===== src/rtl/async_fifo_wr_packer.sv =====
// Write-side packer for an async FIFO: pairs IN_LEN-bit beats into one
// {last, hi_vld, hi, lo} word and writes it when the FIFO is not full.
module async_fifo_wr_packer #(
  parameter int IN_LEN  = 32,
  parameter int CNT_LEN = 16
) (
  input  logic                  clk_w,
  input  logic                  rstn_w,
  input  logic                  s_valid,
  output logic                  s_ready,
  input  logic [IN_LEN-1:0]     s_data,
  input  logic                  s_last,
  input  logic                  flush,
  input  logic                  fifo_full,
  output logic                  fifo_wen,
  output logic [2*IN_LEN+1:0]   fifo_data,
  output logic [CNT_LEN-1:0]    pkt_cnt,
  output logic                  busy
);

  localparam int W_LEN = 2*IN_LEN+2;

  typedef enum logic {ST_EMPTY = 1'b0, ST_HALF = 1'b1} pack_st_e;

  pack_st_e             state_q, state_d;
  logic [IN_LEN-1:0]    lo_q, lo_d;
  logic                 out_vld_q, out_vld_d;
  logic [W_LEN-1:0]     word_q, word_d;
  logic [CNT_LEN-1:0]   cnt_q, cnt_d;
  logic                 ready_s, wen_s, accept_s, load_s;

  function automatic logic [W_LEN-1:0] pack_word(
    input logic              last,
    input logic              hi_vld,
    input logic [IN_LEN-1:0] hi,
    input logic [IN_LEN-1:0] lo
  );
    return {last, hi_vld, hi, lo};
  endfunction

  // Handshake: the output register can take a new word when empty or draining.
  always_comb begin
    ready_s  = !out_vld_q || !fifo_full;
    wen_s    = out_vld_q && !fifo_full;
    accept_s = s_valid && ready_s;
  end

  // Pack state machine and output word loading.
  always_comb begin
    state_d = state_q;
    lo_d    = lo_q;
    word_d  = word_q;
    load_s  = 1'b0;
    case (state_q)
      ST_EMPTY: begin
        if (accept_s) begin
          if (s_last) begin
            word_d = pack_word(1'b1, 1'b0, {IN_LEN{1'b0}}, s_data);
            load_s = 1'b1;
          end else begin
            lo_d    = s_data;
            state_d = ST_HALF;
          end
        end else begin
          state_d = ST_EMPTY;
        end
      end
      ST_HALF: begin
        // An accepted beat always takes priority over flush.
        if (accept_s) begin
          word_d  = pack_word(s_last, 1'b1, s_data, lo_q);
          load_s  = 1'b1;
          lo_d    = {IN_LEN{1'b0}};
          state_d = ST_EMPTY;
        end else if (flush && ready_s) begin
          word_d  = pack_word(1'b0, 1'b0, {IN_LEN{1'b0}}, lo_q);
          load_s  = 1'b1;
          lo_d    = {IN_LEN{1'b0}};
          state_d = ST_EMPTY;
        end else begin
          state_d = ST_HALF;
        end
      end
      default: begin
        state_d = ST_EMPTY;
        lo_d    = {IN_LEN{1'b0}};
      end
    endcase

    if (load_s) begin
      out_vld_d = 1'b1;
    end else begin
      out_vld_d = out_vld_q && !wen_s;
    end

    if (wen_s && word_q[W_LEN-1]) begin
      cnt_d = cnt_q + {{(CNT_LEN-1){1'b0}}, 1'b1};
    end else begin
      cnt_d = cnt_q;
    end
  end

  // State registers with asynchronous active-low reset.
  always_ff @(posedge clk_w or negedge rstn_w) begin
    if (!rstn_w) begin
      state_q   <= ST_EMPTY;
      lo_q      <= {IN_LEN{1'b0}};
      out_vld_q <= 1'b0;
      word_q    <= {W_LEN{1'b0}};
      cnt_q     <= {CNT_LEN{1'b0}};
    end else begin
      state_q   <= state_d;
      lo_q      <= lo_d;
      out_vld_q <= out_vld_d;
      word_q    <= word_d;
      cnt_q     <= cnt_d;
    end
  end

  // Outputs come straight from the registered word and handshake terms.
  always_comb begin
    s_ready   = ready_s;
    fifo_wen  = wen_s;
    fifo_data = word_q;
    pkt_cnt   = cnt_q;
    busy      = out_vld_q || (state_q == ST_HALF);
  end

endmodule


===== config.mk =====
export PLATFORM = sky130hd
export DESIGN_NAME = async_fifo_wr_packer
export DESIGN_NICKNAME = d
export VERILOG_FILES = /design/src/rtl/async_fifo_wr_packer.sv
export SDC_FILE = /design/constraint.sdc
export NUM_CORES = 1
export LEC_CHECK = 0
export CAP_MARGIN = 0
export CORE_MARGIN = 2
export CORE_UTILIZATION = 31
export DETAILED_ROUTE_END_ITERATION = 10
export PLACE_DENSITY = 0.62
export SYNTH_ARGS = -nofsm -noshare
export SYNTH_HDL_FRONTEND = slang
export SYNTH_SLANG_ARGS = --single-unit

===== constraint.sdc =====
create_clock -name clk_w -period 2.2 [get_ports clk_w]
set_clock_uncertainty 0.2 [all_clocks]
set_input_delay 0.22 -clock clk_w [delete_from_list [all_inputs] [get_ports clk_w]]
set_output_delay 0.22 -clock clk_w [all_outputs]
set_load 0.05 [all_outputs]

Word-level counts from Yosys, hierarchy flattened
Cells that the tools add are included.

Output and inout port bits: 85. Register bits after elaboration: 116. Input bits: 38. Word-level logic and storage cells: 44.

Muxes and demuxes: 21. Add/subtract/negate cells: 1. Reduce and logical (&&, ||, !) cells: 12. Bitwise logic cells: 1. Equality and inequality tests: 4.

Operator list (count): $mux 66 (4); $pmux 66 s2 (1); $mux 32 (4); $pmux 32 s2 (1); $add 16x1->16 const B (1); $mux 1 (9); $ne 2x2->1 const B (3); $reduce_and 3->1 (2); $logic_and 1x1->1 (5); $pmux 1 s2 (2); $logic_not 1->1 (3); $ne 3x1->1 const B (1); $logic_or 1x1->1 (2); $not 1->1 (1).

Logic depth before layout (Yosys ltp)
Word-level depth: 7. Mapped depth: 6. Gate-level depth less buffers: 5.

Worst setup path after synthesis
No wires, ideal clock.

Path type: flip-flop to flip-flop. Start point: reg cnt_q[0] (netlist: pkt_cnt[0]). End point: reg cnt_q[12] (netlist: pkt_cnt[12]). Clock period less this slack: 2.010 ns. Data arrival time: 1.668 ns. Required time: 1.858 ns. Buffers on the path: 0. Slack: 0.190 ns. Setup time: 0.142 ns. Stages on the path, launching flop included: 6. Cell sequence: dfrtp_1 ha_1 nand3_1 nor4_2 nand3_1 xnor2_1.

Cells in the longest elaborated chain, start to end: 1.

RTL lines: start, declared (line 29) `logic [CNT_LEN-1:0] cnt_q, cnt_d;`; start signal, assigned (line 110) `cnt_q <= {CNT_LEN{1'b0}};`; start signal, assigned (line 116) `cnt_q <= cnt_d;`; $add 16x1->16 (line 97) `cnt_d = cnt_q + {{(CNT_LEN-1){1'b0}}, 1'b1};`.

Every way passes these cells. A chain may end at the register's enable or synchronous reset.

Worst setup path after layout
Start point: reg cnt_q[2] (netlist: pkt_cnt[2]). End point: out pkt_cnt[2].

RTL lines: end, declared (line 17) `output logic [CNT_LEN-1:0] pkt_cnt,`.

No word-level cell between the ends.

==> metrics.md <==
| Metric | Value |
|---|---|
| Metal2 WL | `5765 um` |
| CTS tree | `done` |
| Final Setup Violations | `0` |
| Wire length per cell | `15.79 um` |
| Initial Util | `31.87%` |
| PD cells | `1725 nW/um2` |
| Setup TNS Final | `0 ns` |
| GRT overflow | `0` |
| Yosys warns | `0` |
| Initial antenna violation count | `0` |
| Sequential fraction of the synthesis area | `62.43%` |
| Root buf cell | `clkbuf_16` |
| Final Core Density | `47.19%` |
| Delay-heaviest family, CP | `buffers and inverters` |
| Via-per-instance ratio | `4.940` |
| Critical path's largest stage delay | `0.84 ns` |
| Final Max Tran Viols | `0` |
| Reg2reg path depth | `5` |
| Non-filler instance count after layout | `763` |
| First-pass GRT wire length | `20010 um` |
| Maximum VDD drop | `0.7842 mV` |
| Peak Freq | `470.2 MHz` |
| Die height | `126.5 um` |
| Worst Setup Slack, final | `0.07314 ns` |
| Final wirelength | `12040 um` |
| Nets | `605` |
| Remaining DRCs | `0` |
| Final critical-path share of the clock period | `96.68%` |
| RR Startpoint | `out_vld_q$_DFF_PN0_` |
| Setup Slack @ Placement | `0.06368 ns` |
| Largest net degree at the start of global routing | `65` |
| Reg2reg setup slack | `0.41 ns` |
| WS Path Type | `register to output port` |
| Layout overhead on the synthesized area | `48.06%` |
| Clock Latency Late Sink | `0.41 ns` |
| Placed Cells | `730` |
| Max clock buf depth | `2` |
| Critical-path cell list | `clkdlybuf4s50_1` |
| Worst Path Required | `1.78 ns` |
| Crit path from | `pkt_cnt[2]$_DFFE_PN0P_` |
| Reg2reg end | `lo_q[19]$_DFFE_PN0P_` |
| Clk slew on worst S/H paths | `0.05 ns` |
| Critical path arrival | `1.71 ns` |
| Vias in the first global route | `3930` |
| Routed Antenna Nets | `0` |
| Max Cap Viol | `0` |
| Port Buffers | `122` |
| Via count | `3769` |
| Leak | `3.245 nW` |
| Cell taking the most area after synthesis | `dfrtp_1` |
| Layout cell share with drive strength beyond 1 | `10.36%` |
| DR pass1 iterations | `6` |
| CTS sink cnt | `116` |
| Status | `finished clean` |
| Netlist Area Pre-Place | `4649 um2` |
| Post-Synthesis Cells | `433` |
| Critical Path Stages | `1` |
| Row count | `44` |
| CP endpoint kind | `output port` |
| CP Launch Type | `register` |
| Die area | `15990 um2` |
| Highest metal layer with signal wires | `met4` |
| Routed wl met3 | `768 um` |
| ANT cells | `0` |
| RePlAce Congestion | `0.7617` |
| I/O pins | `123` |
| Syn Nets | `472` |
| Hold WC Path Type | `input pin to asynchronous set/reset pin` |
| Synth Register Bits | `116` |
| Mapped Avg Cell Area | `10.74 um2` |
| Slowest library cell on the worst path | `clkdlybuf4s50_1` |
| Top cell type's share of synthesized area | `62.43%` |
| Final Instance Area | `6884 um2` |
| RSZ-0062 raised after global routing | `no` |
| Area post-placement | `6185 um2` |
| Overall power | `11.87 mW` |
| Synth unique cells | `29` |
| Placed wire-length estimate | `8196 um` |
| Hold Vio Cnt, Final | `0` |
| Post-layout minimum cycle time | `2.127 ns` |
| Met1 wire length | `5314 um` |
| Critical path peak fanout | `5` |
| H-Tree Depth | `4` |
| Worst slew pin tran | `0.5427 ns` |
| Worst hold margin | `0.09109 ns` |
| Die width | `126.5 um` |
| Normalized max-slew margin | `63.71%` |
| Most area-consuming cells after synthesis | `dfrtp_1 (62%), nand2_1 (11%), a22o_1 (6.2%)` |
| Core Area | `14590 um2` |
| Initial DRC Count | `260` |
| Buf/Inv on CP | `1` |
| GR Util All Layers | `15.75%` |
| Cts bufs inserted | `17` |
==> final cells by class <==
cell class	count	area, um2
clock inverters	9	222.7
fillers	1322	7705
multi-input cells	289	1623
clock buffers	23	467.9
well taps	184	230.2
flip-flops and latches	116	2903
repair buffers	142	1438
==> synth_stat cells <==
cell	instances
a21bo_2	1
a21o_1	1
a22o_1	33
a22oi_1	32
and2_1	4
and3_1	1
and4_1	1
buf_2	16
buf_6	3
clkbuf_1	9
dfrtp_1	116
ha_1	1
nand2_1	141
nand3_1	36
nand3b_2	1
nand4_1	4
nor2_1	5
nor2b_1	1
nor3_1	1
nor3_2	1
nor3b_2	1
nor4_2	2
o21a_1	2
o21ai_1	1
or2_1	1
or2_2	2
or3_1	1
xnor2_1	10
xor2_1	5
==> power by group <==
group | switching (mW) | leakage, nW | internal [mW]
logic | 3.36 | 1.38 | 1.79
registers | 0.535 | 1.53 | 2.96
clock network | 0.932 | 0.332 | 2.30
total | 4.83 | 3.24 | 7.05
==> routing by layer <==
metal,vias up,track usage (%)
met3,14,4.766
met5,-,0
li1,1767,-
met2,138,25.35
met4,0,6.399
met1,1850,19.86
==> flip-flops by register name (all words and copies together) (netlist names) <==
| register | count |
|---|---|
| fifo_data | 66 |
| lo_q | 32 |
| pkt_cnt | 16 |
| out_vld_q | 1 |
| state_q | 1 |
==> worst register-to-register path, cell delays in order (launching register included) <==
cell     delay (ns)
dfrtp_1        0.42
a21bo_2        0.28
or3_1          0.32
buf_4          0.26
nand3_1        0.13
nand2_1        0.07
==> how the worst max path moves through the flow <==
stage	to	slack [ns]
floorplan	pkt_cnt[12]$_DFFE_PN0P_	0.19
global placement	lo_q[1]$_DFFE_PN0P_	0.1
detailed placement	lo_q[19]$_DFFE_PN0P_	0.06
CTS	pkt_cnt[10]	0.06
global route	pkt_cnt[4]	0.02
finish	pkt_cnt[2]	0.07
==> layout by cell type (no fill, tap or decap), types with 2 or more instances in the layout <==
cell type | Yosys | final
o21a_1 | 2 | 2
and2_1 | 4 | 4
a22oi_1 | 32 | 32
nor2_1 | 5 | 5
a22o_1 | 33 | 33
buf_12 | 0 | 6
clkbuf_1 | 9 | 4
dfrtp_1 | 116 | 116
or2_2 | 2 | 2
clkdlybuf4s50_1 | 0 | 117
clkbuf_8 | 0 | 2
clkbuf_16 | 0 | 17
nand2_1 | 141 | 141
nand4_1 | 4 | 4
buf_4 | 0 | 17
xor2_1 | 5 | 5
bufinv_16 | 0 | 7
nor4_2 | 2 | 2
nand3_1 | 36 | 36
xnor2_1 | 10 | 10
==> repair_timing <==
item                                    in CTS  in global routing
gates resized for setup                      1                  0
endpoints found under the setup margin       1                  0
endpoints found under the hold margin      116                  0
buffers inserted                             0                  0
hold buffers                                 1                  0
==> logic make-up (layout without fill, tap and decap cells) <==
| family | after synthesis | count (layout) | share of synthesized area [%] |
|---|---|---|---|
| XOR/XNOR | 15 | 15 | 2.825 |
| AND/OR/NAND/NOR | 203 | 203 | 19.11 |
| adder cells (fa/ha/maj) | 1 | 1 | 0.2691 |
| flip-flops | 116 | 116 | 62.43 |
| AO/OA/AOI/OAI | 70 | 70 | 12.19 |
| buffers and inverters | 28 | 174 | 3.175 |
Note: power is estimated with default switching activity, not from simulation.
